File: config.mk
export PLATFORM = sky130hd
export DESIGN_NAME = uart_tx_fifo
export DESIGN_NICKNAME = d
export VERILOG_FILES = /design/src/rtl/uart_tx_fifo.sv
export SDC_FILE = /design/constraint.sdc
export NUM_CORES = 1
export LEC_CHECK = 0
export CELL_PAD_IN_SITES_DETAIL_PLACEMENT = 0
export CELL_PAD_IN_SITES_GLOBAL_PLACEMENT = 2
export CORE_UTILIZATION = 35
export CTS_CLUSTER_DIAMETER = 60
export CTS_CLUSTER_SIZE = 10
export DETAILED_ROUTE_END_ITERATION = 10
export GPL_TIMING_DRIVEN = 0
export PLACE_DENSITY_LB_ADDON = 0.1
export SLEW_MARGIN = 20
export SYNTH_ARGS = -nofsm -noshare
export SYNTH_HDL_FRONTEND = slang
export SYNTH_SLANG_ARGS = --single-unit
File: constraint.sdc
create_clock -name clk_i -period 2.71 [get_ports clk_i]
set_input_delay 0.4065 -clock clk_i [delete_from_list [all_inputs] [get_ports clk_i]]
set_output_delay 0.4065 -clock clk_i [all_outputs]
set_load 0.1 [all_outputs]
File: src/rtl/uart_tx_fifo.sv
// Transmit holding FIFO between the UART register block and the transmitter.
// First-word-fall-through, with fill level, sticky overflow and a low-watermark interrupt.
module uart_tx_fifo #(
    parameter int unsigned DATA_WIDTH = 8,
    parameter int unsigned LOG_DEPTH  = 4
) (
    input  logic                  clk_i,
    input  logic                  rst_i,
    input  logic                  clr_i,
    input  logic [DATA_WIDTH-1:0] data_i,
    input  logic                  valid_i,
    output logic                  ready_o,
    output logic [DATA_WIDTH-1:0] data_o,
    output logic                  valid_o,
    input  logic                  ready_i,
    output logic [LOG_DEPTH:0]    elements_o,
    output logic                  full_o,
    output logic                  empty_o,
    output logic                  ovf_o,
    input  logic                  ovf_clr_i,
    input  logic [LOG_DEPTH:0]    thr_i,
    output logic                  thr_irq_o,
    input  logic                  en_i
);

    localparam int unsigned DEPTH = 2 ** LOG_DEPTH;
    localparam logic [LOG_DEPTH:0] DEPTH_CNT = (LOG_DEPTH + 1)'(DEPTH);

    logic [DATA_WIDTH-1:0] r_mem [DEPTH];
    logic [LOG_DEPTH-1:0]  r_wr_ptr;
    logic [LOG_DEPTH-1:0]  r_rd_ptr;
    logic [LOG_DEPTH:0]    r_count;
    logic                  r_ovf;

    logic w_full;
    logic w_empty;
    logic w_push;
    logic w_pop;

    always_comb begin
        w_full  = (r_count == DEPTH_CNT);
        w_empty = (r_count == '0);
        // ready_o depends only on the count, so a pop never frees space in the same cycle
        w_push  = valid_i & ~w_full;
        w_pop   = ~w_empty & ready_i;
    end

    always_ff @(posedge clk_i) begin
        if (rst_i) begin
            r_wr_ptr <= '0;
            r_rd_ptr <= '0;
            r_count  <= '0;
            r_ovf    <= 1'b0;
        end else if (clr_i) begin
            r_wr_ptr <= '0;
            r_rd_ptr <= '0;
            r_count  <= '0;
            r_ovf    <= 1'b0;
        end else begin
            if (w_push) begin
                r_wr_ptr <= r_wr_ptr + 1'b1;
            end
            if (w_pop) begin
                r_rd_ptr <= r_rd_ptr + 1'b1;
            end
            if (w_push && !w_pop) begin
                r_count <= r_count + 1'b1;
            end else if (w_pop && !w_push) begin
                r_count <= r_count - 1'b1;
            end
            // Clear wins over a same-cycle overflow
            if (ovf_clr_i) begin
                r_ovf <= 1'b0;
            end else if (valid_i && w_full) begin
                r_ovf <= 1'b1;
            end
        end
    end

    always_ff @(posedge clk_i) begin
        if (!rst_i && !clr_i && w_push) begin
            r_mem[r_wr_ptr] <= data_i;
        end
    end

    always_comb begin
        ready_o    = ~w_full;
        valid_o    = ~w_empty;
        data_o     = r_mem[r_rd_ptr];
        elements_o = r_count;
        full_o     = w_full;
        empty_o    = w_empty;
        ovf_o      = r_ovf;
        thr_irq_o  = en_i & (r_count <= thr_i);
    end

endmodule

== Word level (Yosys, flattened, before mapping) ==
Memories as Yosys holds them, arrays and structs flattened. A register that Yosys moved wholly into a read port is not among the register bits.
Cells that the tools add are included.
Word-level totals
  output and inout port bits: 19
  memories: 1
  memory bits (writable): 128
  memory bits (read-only): 0
  bits in latches: 0
  register bits after elaboration: 14
Cells by class
  $mul: 0
  order comparisons: 1
  add/subtract/negate cells: 4
  reductions and logical operators: 13
  shift operators: 0
  equality and inequality tests: 1
  div/mod/pow operators: 0
  muxes and demuxes: 6
  bitwise gates (word level): 5
Memories
  r_mem: depth 16, bits a word 8, rd ports 1, clocked after Yosys merged registers in 1, wr ports 1, line 29  | logic [DATA_WIDTH-1:0] r_mem [DEPTH];
Operators by type and width (number)
  $mux 5: 2
  $add 4x1->4 const B: 2
  $mux 4: 2
  $add 5x1->5 const B: 1
  $eq 5x5->1 const B: 1
  $le 5x5->1: 1
  $logic_and 1x1->1: 5
  $logic_not 5->1: 1
  $sub 5x1->5 const B: 1
  $logic_not 1->1: 4
  $and 1x1->1: 3
  $reduce_or 3->1: 1
  $mux 1: 2
  $not 1->1: 2
  $reduce_bool 2->1: 1
  $reduce_or 2->1: 1

== Depth between registers and ports, before layout ==
  depth in word-level cells: 7
  depth in mapped cells: 9

== Worst setup path after synthesis ==
No wires, ideal clock.
  path type: reg-to-output
  from: register r_count[4] (netlist: elements_o[4])
  to: output full_o
  stages on the path, launching flop included: 3
  path buffers: 0
  required time: 2.304 ns
  data arrival time: 2.954 ns
  setup slack: -0.651 ns
  cells stage by stage: dfxtp_1 > nand2_1 > inv_1
On the way
  longest elaborated chain between the ends: 1
RTL lines
  start: declaration: line 32  | logic [LOG_DEPTH:0] r_count;
  start signal: assignment: line 67  | r_count <= r_count + 1'b1;
  start signal: assignment: line 69  | r_count <= r_count - 1'b1;
  $eq 5x5->1: line 41  | w_full = (r_count == DEPTH_CNT);
  end: declaration: line 17  | output logic full_o,
No other way between the ends.

==> out/metrics.csv <==
stage,metric,value,unit
run_status,run status,completed,
synth,mux contribution to synthesized area,12.7,%
grt,first-pass GRT wire length,19000,um
die,core box area,16500,um^2
pwr,Clock Power Share,38.7,%
route,vias per inst,4.91,
setup_path,element type at the critical path end,primary output,
synth,top_reg_cell synth,edfxtp_1,
pwr,switching pwr,1.75,mW
layout,most frequent cells in the layout,"edfxtp_1, nor2_1, mux4_2",
synth,synthesized flop and latch total,146,
synth,Adder-Cell Fraction of Synth Area,3.31,%
synth,XOR/XNOR Fraction of Synth Area,1.04,%
die,site row count,47,
synth,Post-synth EDFFs,128,
grt,grt total ovfl,0,
clock_tree,TritonCTS Sinks,146,
layout,"commonest non-fill, non-tap cell in the layout",edfxtp_1,
pwr,Comb pwr share,20.1,%
route,drt drc,0,
grt,total track usage,15.4,%
placement,PortBufs,38,
timing,post-route minimum period,2.62,ns
route,drt total wl,12500,um
die,chip width,132,um
synth,largest family of logic cells by synthesized area,multiplexers,
synth,Synth Area in Compound Gates,4.68,%
timing,Slew @ Worst Pin,1.01,ns
route,Pre-Repair DR Iteration Count,4,
clock_tree,CTS max path bufs,2,
clock_tree,CTS H-Tree Depth,4,
route,antenna-violating nets left,0,
timing,Tcrit/Tclk final,96.6,%
clock_tree,clock slew at reported path FFs,0.06,ns
layout,share of cells above drive strength 1,26.1,%
timing,headroom to the max-slew limit,32.6,%
placement,dpl ws,-0.634,ns
grt,largest net degree at the start of global routing,17,
grt,initial antenna violation count,0,
clock_tree,Clock Latency Late Sink,0.41,ns
timing,"Setup violations, final",0,
layout,Sequential Area,4220,um^2
synth,Async SR Flop Fraction,0,%
clock_tree,clock root cell,clkbuf_16,
synth,post-synthesis cell type count,41,
clock_tree,hold-fix buffer count after cts,0,
pwr,leakage power,2.40,nW
setup_path,CP max FO,10,
layout,number of fill cells,1469,
die,Initial Util,35.7,%
grt,vias in the first global route,3186,
route,WL/cell,20.1,um
setup_path,"Req. time, crit path",2.30,ns
die,# IOs,39,
pwr,Flop pwr share,41.2,%
placement,dpl hpwl,8480,um
pwr,switching share of total power,28.4,%
pwr,pwr dens,844,nW/um^2
setup_path,critical path startpoint category,flip-flop,
die,Die Ht,132,um
layout,Final Core Density,44.2,%
die,Die Area,17400,um^2
route,total number of vias,3060,
route,DR iter-0 viols,181,
layout,Diodes inserted,0,
synth,post-synthesis simple-gate area fraction,5.28,%
timing,final setup TNS,0,ns
timing,fmax,382,MHz
timing,Final Hold Vio Count,0,
synth,syn avg cell area,17.8,um^2
timing,fin worst setup slack,0.0910,ns
synth,Post-Synthesis Cells,332,
layout,nets,425,
clock_tree,CTS buffer count,17,
synth,Synth Warn #,0,
pwr,worst vdd ir,1120,uV
layout,Syn-to-layout area delta,23.6,%
placement,RePlAce Congestion,0.689,
setup_path,critical path type,flip-flop to primary output,
pwr,internal power,4.41,mW
flow_run,Max-Cap Viols,0,
min_path,min-delay worst type,flip-flop to flip-flop,
clock_tree,clock tree from TritonCTS,done,
synth,Syn Std Cell Area,5900,um^2
timing,Slew Limit Fails,0,
synth,post-synthesis sequential area ratio,71.2,%
timing,RSZ-0062 raised after global routing,false,
timing,Setup Skew,0.00930,ns
layout,multi-input logic area,1660,um^2
setup_path,Crit path arrival time,2.21,ns
synth,Syn Nets,367,
[path summary, 6_finish.rpt]
| path | start | slack, ns | depth (start not counted) | endpoint |
|---|---|---|---|---|
| hold / removal | r_rd_ptr[3] | 0.50 | 2 | flip-flop |
| hold reg to reg | r_rd_ptr[3] | 0.50 | 2 | flip-flop |
| setup / recovery | flip-flop | 0.09 | 6 | data_o[2] |
| setup reg to reg | elements_o[0] | 0.12 | 9 | elements_o[3] |
[kinds of logic after synthesis]
| logic type | after synthesis |
|---|---|
| AOI/OAI and AO/OA | 35 |
| adders and majority gates | 15 |
| buffers and inverters | 25 |
| xor gates and xnor gates | 7 |
| and+or+nand+nor | 69 |
| DFF | 146 |
| muxes | 35 |
[routing by layer]
layer	vias to the layer above	track usage, %	wire (um)
met5	-	0	0
met2	62	26.4	6470
met3	12	3.42	377
met1	1559	19.0	5490
li1	1427	-	-
met4	0	6.01	165
[synth_stat cells, types with 2 or more instances]
| cell | number | area [um^2] |
|---|---|---|
| a22oi_1 | 16 | 120 |
| dfxtp_1 | 18 | 360 |
| inv_1 | 12 | 45.0 |
| clkbuf_1 | 5 | 18.8 |
| mux2i_1 | 3 | 30.0 |
| nand3_1 | 4 | 20.0 |
| buf_2 | 2 | 10.0 |
| and2_1 | 2 | 12.5 |
| buf_1 | 4 | 15.0 |
| nor2_1 | 34 | 128 |
| buf_4 | 2 | 15.0 |
| nor2b_1 | 2 | 12.5 |
| nor4_1 | 2 | 12.5 |
| edfxtp_1 | 128 | 3840 |
| o211ai_1 | 3 | 22.5 |
| a21oi_1 | 6 | 30.0 |
| nand2_1 | 16 | 60.1 |
| ha_1 | 14 | 175 |
| xor2_1 | 5 | 43.8 |
| mux4_2 | 32 | 721 |
| xnor2_1 | 2 | 17.5 |
[worst max-delay path: stages (launching register included)]
cell	delay [ns]
dfxtp_1	0.30
buf_4	0.17
buf_8	0.19
mux4_2	0.53
a22oi_1	0.22
nand2_1	0.15
buf_6	0.21
[power by group through the flow]
stage / Combinational [mW] / Sequential, mW / Clock [mW]
after floorplan: 0.801 / 2.69 / 0
after global routing: 1.32 / 2.55 / 2.51
after global placement: 1.21 / 2.58 / 0
final: 1.24 / 2.54 / 2.38
after CTS: 1.22 / 2.54 / 2.43
after detailed placement: 1.21 / 2.58 / 0
[cell type report]
cell class	instances	share of cell area (%)
plain buffers	13	1.34
flip-flops and latches	146	57.8
repair buffers	39	5.07
multi-input cells	161	22.8
inverters	12	0.720
clock inverters	5	0.771
well taps	220	3.77
clock buffers	27	7.77
[state kept, by name, indices dropped and copies added, names as in the netlist, named ones only]
name and flops:
r_rd_ptr 4, elements_o 5, r_wr_ptr 4, r_mem 128, ovf_o 1
[through the flow]
step	instances	total power, mW	hold slack (ns)	instance area (um^2)
2_1_floorplan	332	3.49	0.459	5930
6_report	623	6.16	0.501	7300
3_3_place_gp	590	3.79	0.484	6590
3_5_place_dp	590	3.79	0.490	6590
5_1_grt	623	6.38	0.533	7300
4_1_cts	623	6.19	0.504	7240
[timing repair]
item                       4_1_cts  5_1_grt
resized for setup               69       19
setup endpoints to repair       15       11
setup buffers                    1        0
pin swaps                        1        0
Note: power is estimated with default switching activity, not from simulation.
